`src/rtl/tx_frame_sequencer.sv`:
```
// Frame sequencer in front of a UART byte transmitter: arbitrates three response
// types, streams the chosen frame MSB byte first, then enforces a 3.5-char silence.
module tx_frame_sequencer #(
    parameter int unsigned CLK_FREQ  = 50000000,
    parameter int unsigned BAUD_RATE = 115200
) (
    input  logic         clk,
    input  logic         rst_n,
    input  logic         tx_exp_rp_start,
    input  logic         tx_06_rp_start,
    input  logic         tx_03_04_rp_start,
    input  logic [39:0]  exception_seq,
    input  logic [63:0]  code06_response,
    input  logic [103:0] code03_04_response,
    input  logic         tx_done,
    output logic         tx_start,
    output logic [7:0]   tx_data,
    output logic         tx_busy,
    output logic         frame_done,
    output logic [1:0]   frame_type
);

    localparam int unsigned GAP_CYCLES = (CLK_FREQ / BAUD_RATE) * 39;
    localparam int unsigned GAP_W      = (GAP_CYCLES > 1) ? $clog2(GAP_CYCLES) : 1;
    localparam logic [GAP_W-1:0] GAP_LAST = GAP_W'(GAP_CYCLES - 1);

    typedef enum logic [1:0] {StIdle, StSend, StWait, StGap} state_e;

    state_e             state_q;
    logic [2:0]         pend_q;
    logic [103:0]       shift_q;
    logic [3:0]         left_q;
    logic [GAP_W-1:0]   gap_cnt_q;
    logic               tx_start_q;
    logic [7:0]         tx_data_q;
    logic               tx_busy_q;
    logic               frame_done_q;
    logic [1:0]         frame_type_q;

    logic [2:0] req;
    logic [2:0] grant;

    // Bit 0 exception, bit 1 code06, bit 2 code03/04; lower index wins.
    assign req = {tx_03_04_rp_start, tx_06_rp_start, tx_exp_rp_start};

    always_comb begin
        grant = 3'b000;
        if (state_q == StIdle) begin
            if (pend_q[0]) begin
                grant = 3'b001;
            end else if (pend_q[1]) begin
                grant = 3'b010;
            end else if (pend_q[2]) begin
                grant = 3'b100;
            end
        end
    end

    always_ff @(posedge clk or negedge rst_n) begin
        if (!rst_n) begin
            state_q      <= StIdle;
            pend_q       <= 3'b000;
            shift_q      <= '0;
            left_q       <= 4'd0;
            gap_cnt_q    <= '0;
            tx_start_q   <= 1'b0;
            tx_data_q    <= 8'h00;
            tx_busy_q    <= 1'b0;
            frame_done_q <= 1'b0;
            frame_type_q <= 2'd0;
        end else begin
            tx_start_q   <= 1'b0;
            frame_done_q <= 1'b0;
            // A request in the accept cycle re-arms the flag for a later frame.
            pend_q       <= (pend_q & ~grant) | req;

            case (state_q)
                StIdle: begin
                    if (grant != 3'b000) begin
                        state_q   <= StSend;
                        tx_busy_q <= 1'b1;
                        if (grant[0]) begin
                            shift_q      <= {exception_seq, 64'h0};
                            left_q       <= 4'd5;
                            frame_type_q <= 2'd1;
                        end else if (grant[1]) begin
                            shift_q      <= {code06_response, 40'h0};
                            left_q       <= 4'd8;
                            frame_type_q <= 2'd2;
                        end else begin
                            shift_q      <= code03_04_response;
                            left_q       <= 4'd13;
                            frame_type_q <= 2'd3;
                        end
                    end
                end
                StSend: begin
                    // Bytes after the first are already launched on the WAIT->SEND edge.
                    if (!tx_start_q) begin
                        tx_start_q <= 1'b1;
                        tx_data_q  <= shift_q[103:96];
                        shift_q    <= {shift_q[95:0], 8'h00};
                        left_q     <= left_q - 4'd1;
                    end
                    state_q <= StWait;
                end
                StWait: begin
                    if (tx_done) begin
                        if (left_q != 4'd0) begin
                            state_q    <= StSend;
                            tx_start_q <= 1'b1;
                            tx_data_q  <= shift_q[103:96];
                            shift_q    <= {shift_q[95:0], 8'h00};
                            left_q     <= left_q - 4'd1;
                        end else begin
                            state_q      <= StGap;
                            frame_done_q <= 1'b1;
                            frame_type_q <= 2'd0;
                            gap_cnt_q    <= '0;
                        end
                    end
                end
                StGap: begin
                    if (gap_cnt_q == GAP_LAST) begin
                        state_q   <= StIdle;
                        tx_busy_q <= 1'b0;
                    end else begin
                        gap_cnt_q <= gap_cnt_q + GAP_W'(1);
                    end
                end
                default: state_q <= StIdle;
            endcase
        end
    end

    assign tx_start   = tx_start_q;
    assign tx_data    = tx_data_q;
    assign tx_busy    = tx_busy_q;
    assign frame_done = frame_done_q;
    assign frame_type = frame_type_q;

endmodule
```
`config.mk`:
```
export PLATFORM = sky130hd
export DESIGN_NAME = tx_frame_sequencer
export DESIGN_NICKNAME = d
export VERILOG_FILES = /design/src/rtl/tx_frame_sequencer.sv
export SDC_FILE = /design/constraint.sdc
export NUM_CORES = 1
export LEC_CHECK = 0
export CAP_MARGIN = 0
export CORE_AREA = 5 5 132 134
export CTS_CLUSTER_DIAMETER = 60
export DETAILED_ROUTE_END_ITERATION = 10
export DIE_AREA = 0 0 137 139
export GPL_TIMING_DRIVEN = 0
export PLACE_DENSITY = 0.92
export SLEW_MARGIN = 20
export SYNTH_ARGS = -nofsm -noshare
export SYNTH_HDL_FRONTEND = slang
export SYNTH_SLANG_ARGS = --single-unit
```
`constraint.sdc`:
```
create_clock -name clk -period 5.43 [get_ports clk]
set_clock_uncertainty 0.05 [all_clocks]
set_input_delay 1.629 -clock clk [delete_from_list [all_inputs] [get_ports clk]]
set_output_delay 1.629 -clock clk [all_outputs]
set_load 0.01 [all_outputs]
```
# Word level (Yosys, flattened, before mapping)

Cells that the tools add are included.

Add/subtract/negate cells: 2
Equality and inequality tests: 11
Multiplexer cells: 47
Bitwise logic cells: 3
Reductions and logical operators: 14

Operators with widths:

| operator                                       | count |
|---|---|
| two-way mux 104 bit                            | 6 |
| one-hot mux 104 bit (3 select lines)           | 1 |
| two-way mux 15 bit                             | 3 |
| one-hot mux 15 bit (2 select lines)            | 1 |
| two-way mux 8 bit                              | 3 |
| two-way mux 4 bit                              | 5 |
| two-way mux 2 bit                              | 8 |
| one-hot mux 8 bit (2 select lines)             | 1 |
| adder 15 x 1 -> 15 bit (second input constant) | 1 |
| == test 15 bit (second input constant)         | 1 |
| two-way mux 3 bit                              | 5 |
| inequality test 2 bit (second input constant)  | 6 |
| one-hot mux 4 bit (3 select lines)             | 1 |
| AND reduction 4 bit                            | 3 |
| two-way mux 1 bit                              | 9 |
| one-hot mux 2 bit (4 select lines)             | 1 |
| nonzero test 2 bit                             | 4 |
| AND reduction 3 bit                            | 2 |
| nonzero test 3 bit                             | 2 |
| AND reduction 5 bit                            | 1 |
| == test 2 bit (second input constant)          | 2 |
| one-hot mux 1 bit (2 select lines)             | 2 |
| one-hot mux 2 bit (2 select lines)             | 1 |
| nonzero test 4 bit                             | 1 |
| other kinds (7)                                | 7 |

Bits in registers: 141
Bits of input ports: 214
Output and inout port bits: 13
Logic and storage cells: 87

# Depth between registers and ports, before layout

Depth in word-level cells: 8
Depth in mapped cells: 10
Gate-level depth less buffers: 6

# Worst setup path before layout

No wires, ideal clock.

Kind: input-to-reg
Start point: in tx_done
End point: reg tx_data_q[0], in the netlist tx_data[0]
Setup time: 0.125 ns
Data arrival time: 2.736 ns
Required time: 5.255 ns
Setup slack: 2.519 ns
Stages: 6
Cells stage by stage: nor2b_1 > a221oi_1 > buf_2 > o21a_1 > buf_2 > mux2_2

Word-level cells in the longest chain between the ends: 2

Ends and longest elaborated chain:

| item                                   | line | source |
|---|---|---|
| from (decl)                            | 15   | `input logic tx_done,` |
| inequality test 2 bit (no source line) | -    |  |
| AND reduction 4 bit (no source line)   | -    |  |
| to (signal assigned)                   | 101  | `tx_data_q <= shift_q[103:96];` |
| to (signal assigned)                   | 112  | `tx_data_q <= shift_q[103:96];` |
| to (decl)                              | 35   | `logic [7:0] tx_data_q;` |

Every way passes these cells.
A chain may end at the register's enable or synchronous reset.

# Final worst setup path

Start point: in tx_done
End point: reg tx_data_q[7], in the netlist tx_data[7]

The elaborated chain is that of the path after synthesis.

==> metrics.md <==
| Metric | Value |
|---|---|
| Switching Share | `0.4105` |
| Gr usage total | `0.2638` |
| Reg area | `0.003528 mm2` |
| Multi-input logic area | `about 0.0044 mm2` |
| Kind of cell adding the most delay to the critical path | `buffers and inverters` |
| Die H | `139 um` |
| Vias per std cell | `5.792` |
| TritonCTS buffer count | `17` |
| Hold Path End | `tx_data[4]$_DFFE_PN0P_` |
| Layout area overhead | `37.28%` |
| Crit path largest cell delay | `0.54 ns` |
| Initial DRC count | `606` |
| Critical path peak fanout | `10` |
| GPL Wtd Cong | `0.8851` |
| IR drop worst, VDD | `approximately 0.00034 V` |
| Fin util | `0.7120` |
| Final min period | `roughly 3.4 ns` |
| Leakage Power | `about 5.2 nW` |
| Worst-path clk slew | `approximately 0.060 ns` |
| Antenna-violating nets left | `0` |
| Final Setup Violations | `0` |
| CTS tree | `done` |
| DRC viols | `0` |
| Hold Buf Count CTS | `0` |
| Tcrit/Tclk final | `0.6260` |
| Largest net degree at the start of global routing | `between 90 and 100` |
| Asr flop ratio synth | `1.000` |
| Clock root cell | `clkbuf_16` |
| Routed Wire Length | `roughly 26 mm` |
| Pint | `roughly 4.5 mW` |
| Yosys top cell area share | `0.4207` |
| Syn_nets | `just over 1000` |
| Clock Power Share | `0.143` |
| Top post-synthesis cells by area | `dfrtp_1 (42%), mux2_4 (11%), mux2i_1 (8.8%)` |
| Setup WS pre-CTS | `between 1.5 and 2 ns` |
| Max_cap viols | `0` |
| Post-synth EDFFs | `0` |
| Synth warnings | `0` |
| Mapped cell area | `0.008387 mm2` |
| First-pass GRT wire length | `between 30 and 40 mm` |
| R2R depth | `9` |
| Design Area, Final | `0.01151 mm2` |
| Count of pins over their slew limit | `0` |
| CP dominant cell by count | `buf_2` |
| Reg power frac | `0.258` |
| Yosys top cell by area | `dfrtp_1` |
| Hold crit path type | `register to register` |
| Die Area | `between 0.015 and 0.02 mm2` |
| Synth top cells by count | `dfrtp_1 (141), a21oi_1 (110), mux2i_1 (74)` |
| Die Wd | `approximately 140 um` |
| Reg-to-reg startpoint | `state_q[0]$_DFFE_PN0P_` |
| Cts repair resizes | `0` |
| Skew-Pair Late Insertion Delay | `between 0.4 and 0.5 ns` |
| Vias | `between 7000 and 8000` |
| WL/cell | `~20 um` |
| Gate power share | `0.599` |
| CP Buf/Inv Count | `3` |
| Critical path arrival | `between 3 and 4 ns` |
| RSZ-0062 raised after global routing | `no` |
| Primary FF master, synth | `dfrtp_1` |
| Grt ovf | `0` |
| Flops & latches, synth | `roughly 140` |
| Final HPWL DP | `approximately 19 mm` |
| Initial core utilization | `0.5186` |
| Final hold violation count | `0` |
| Worst Path Required | `5.69 ns` |
| Sequential cell area fraction in the yosys report | `0.4207` |
| Worst Setup End Kind | `register` |
| Critical path startpoint category | `primary input` |
| IO buf count | `226` |
| Worst-Margin Slew | `slightly below 0.6 ns` |
| Num rows | `47` |
| Max H-tree Level | `4` |
| Share of layout cells above drive strength 1 | `0.1353` |
| Filler cells | `between 1000 and 1500` |
| Core area | `about 0.016 mm2` |
| CP cell instances | `clkdlybuf4s50_1 -> nor2b_1 -> a221oi_1 -> buf_2 -> o21a_1 -> buf_2 -> mux2_2` |
| Power, Total | `7.672 mW` |
| Switch Pwr | `approximately 3.1 mW` |
| First-pass DRT Iterations | `5` |
| Synth cell types | `51` |
| Hold path start | `shift_q[100]$_DFFE_PN0P_` |
| Crit path max-delay cell type | `clkdlybuf4s50_1` |
| Clock Path Buffers | `2` |
| Upper clock frequency limit | `approximately 290 MHz` |
| Mean Syn Cell Area | `roughly 10 um2` |
| Vias in the first global route | `about 7700` |
| Outcome | `complete, no violations` |
| Most frequent cell after synthesis | `dfrtp_1` |
| Cells after Synth | `just over 800` |
| Setup CP Type | `primary input to register` |
| Internal reg-to-reg setup slack | `between 2 and 3 ns` |
| Worst setup margin | `a little over 2 ns` |
| Final net count | `1273` |
| P per Cell Area | `666.3 mW/mm2` |
| Hold path depth | `1` |
| Reg-to-reg critical path endpoint | `shift_q[63]$_DFFE_PN0P_` |
| Slew headroom | `0.6047` |
| Setup bufs post-CTS | `0` |
| CTS Sinks | `~140` |
| I/O pins | `227` |
| Placed cell areas | `roughly 0.011 mm2` |
| Initial antenna violation count | `1` |
[area by class of cell]
class                      instances  share of cell area
buffer                            69             0.03369
clock inverter                    11            0.008150
sequential                       141              0.3065
tap                              220             0.02391
multi-input combinational        566              0.3788
inverter                          29            0.009454
timing repair buffer             227              0.1993
antenna                            1           0.0002173
clock buffer                      21             0.03999
[worst max path at each step]
stage	from	endpoint	slack (ns)	cells past startpoint
after floorplan	tx_done	tx_data[0]$_DFFE_PN0P_	2.52	6
after global placement	rst_n	gap_cnt_q[12]$_DFFE_PN0P_	-2.90	1
after detailed placement	tx_done	tx_data[3]$_DFFE_PN0P_	1.62	7
after CTS	tx_done	tx_data[7]$_DFFE_PN0P_	2.07	7
after global routing	tx_done	tx_data[2]$_DFFE_PN0P_	1.90	7
final	tx_done	tx_data[7]$_DFFE_PN0P_	2.03	7
[cell families after synthesis]
kind of cell | share of synthesized area
compound gates | 0.1941
flops | 0.4207
mux | 0.2150
simple gates | 0.09906
fa+ha+maj | 0.01194
buf+inv | 0.05923
[cell usage in the layout, fill, tap and decap left out, types with 4 or more instances in the layout]
| cell type | count |
|---|---|
| clkdlybuf4s50_1 | 225 |
| dfrtp_1 | 141 |
| a21oi_1 | 110 |
| mux2i_1 | 74 |
| mux2_4 | 64 |
| nand2_1 | 50 |
| nor2b_1 | 42 |
| a211oi_1 | 41 |
| clkbuf_1 | 38 |
| a22oi_1 | 34 |
| inv_1 | 29 |
| o21ai_0 | 26 |
| clkbuf_16 | 17 |
| nor2_1 | 15 |
| buf_2 | 13 |
| buf_6 | 11 |
| nand3_1 | 9 |
| nor4_1 | 9 |
| mux2_2 | 9 |
| buf_4 | 8 |
| o221ai_1 | 8 |
| ha_1 | 8 |
| o2111ai_1 | 7 |
| o211ai_1 | 7 |
| a31oi_1 | 5 |
| clkinv_2 | 5 |
| a21o_1 | 4 |
| clkinvlp_4 | 4 |
[state kept, by name, summed over array words and instances, names as in the netlist]
name        count
shift_q       104
gap_cnt_q      15
tx_data         8
left_q          4
pend_q          3
frame_type      2
state_q         2
frame_done      1
tx_busy         1
tx_start        1
[power by group through the flow]
stage	sequential (mW)	combinational (mW)	clock, mW
floorplan	1.87	3.42	0
global route	2.02	4.98	1.16
detailed placement	1.97	4.52	0
finish	1.98	4.60	1.10
global placement	1.94	4.39	0
CTS	1.96	4.59	1.10
[metrics by stage]
step | hold slack, ns | setup TNS, ns | cells
floorplan | 0.3995 | 0 | 805
global placement | 0.4248 | -406.73 | 1251
detailed placement | 0.4437 | 0 | 1252
CTS | 0.4518 | 0 | 1284
global route | 0.4694 | 0 | 1285
finish | 0.4511 | 0 | 1285
[per-layer routing]
metal / global-route usage / share of wire
met2: 0.4575 / 0.50
met3: 0.07003 / 0.090
met4: 0.07931 / 0.022
met5: 0 / 0
met1: 0.3187 / 0.38
(Power assumes the default switching activity.)
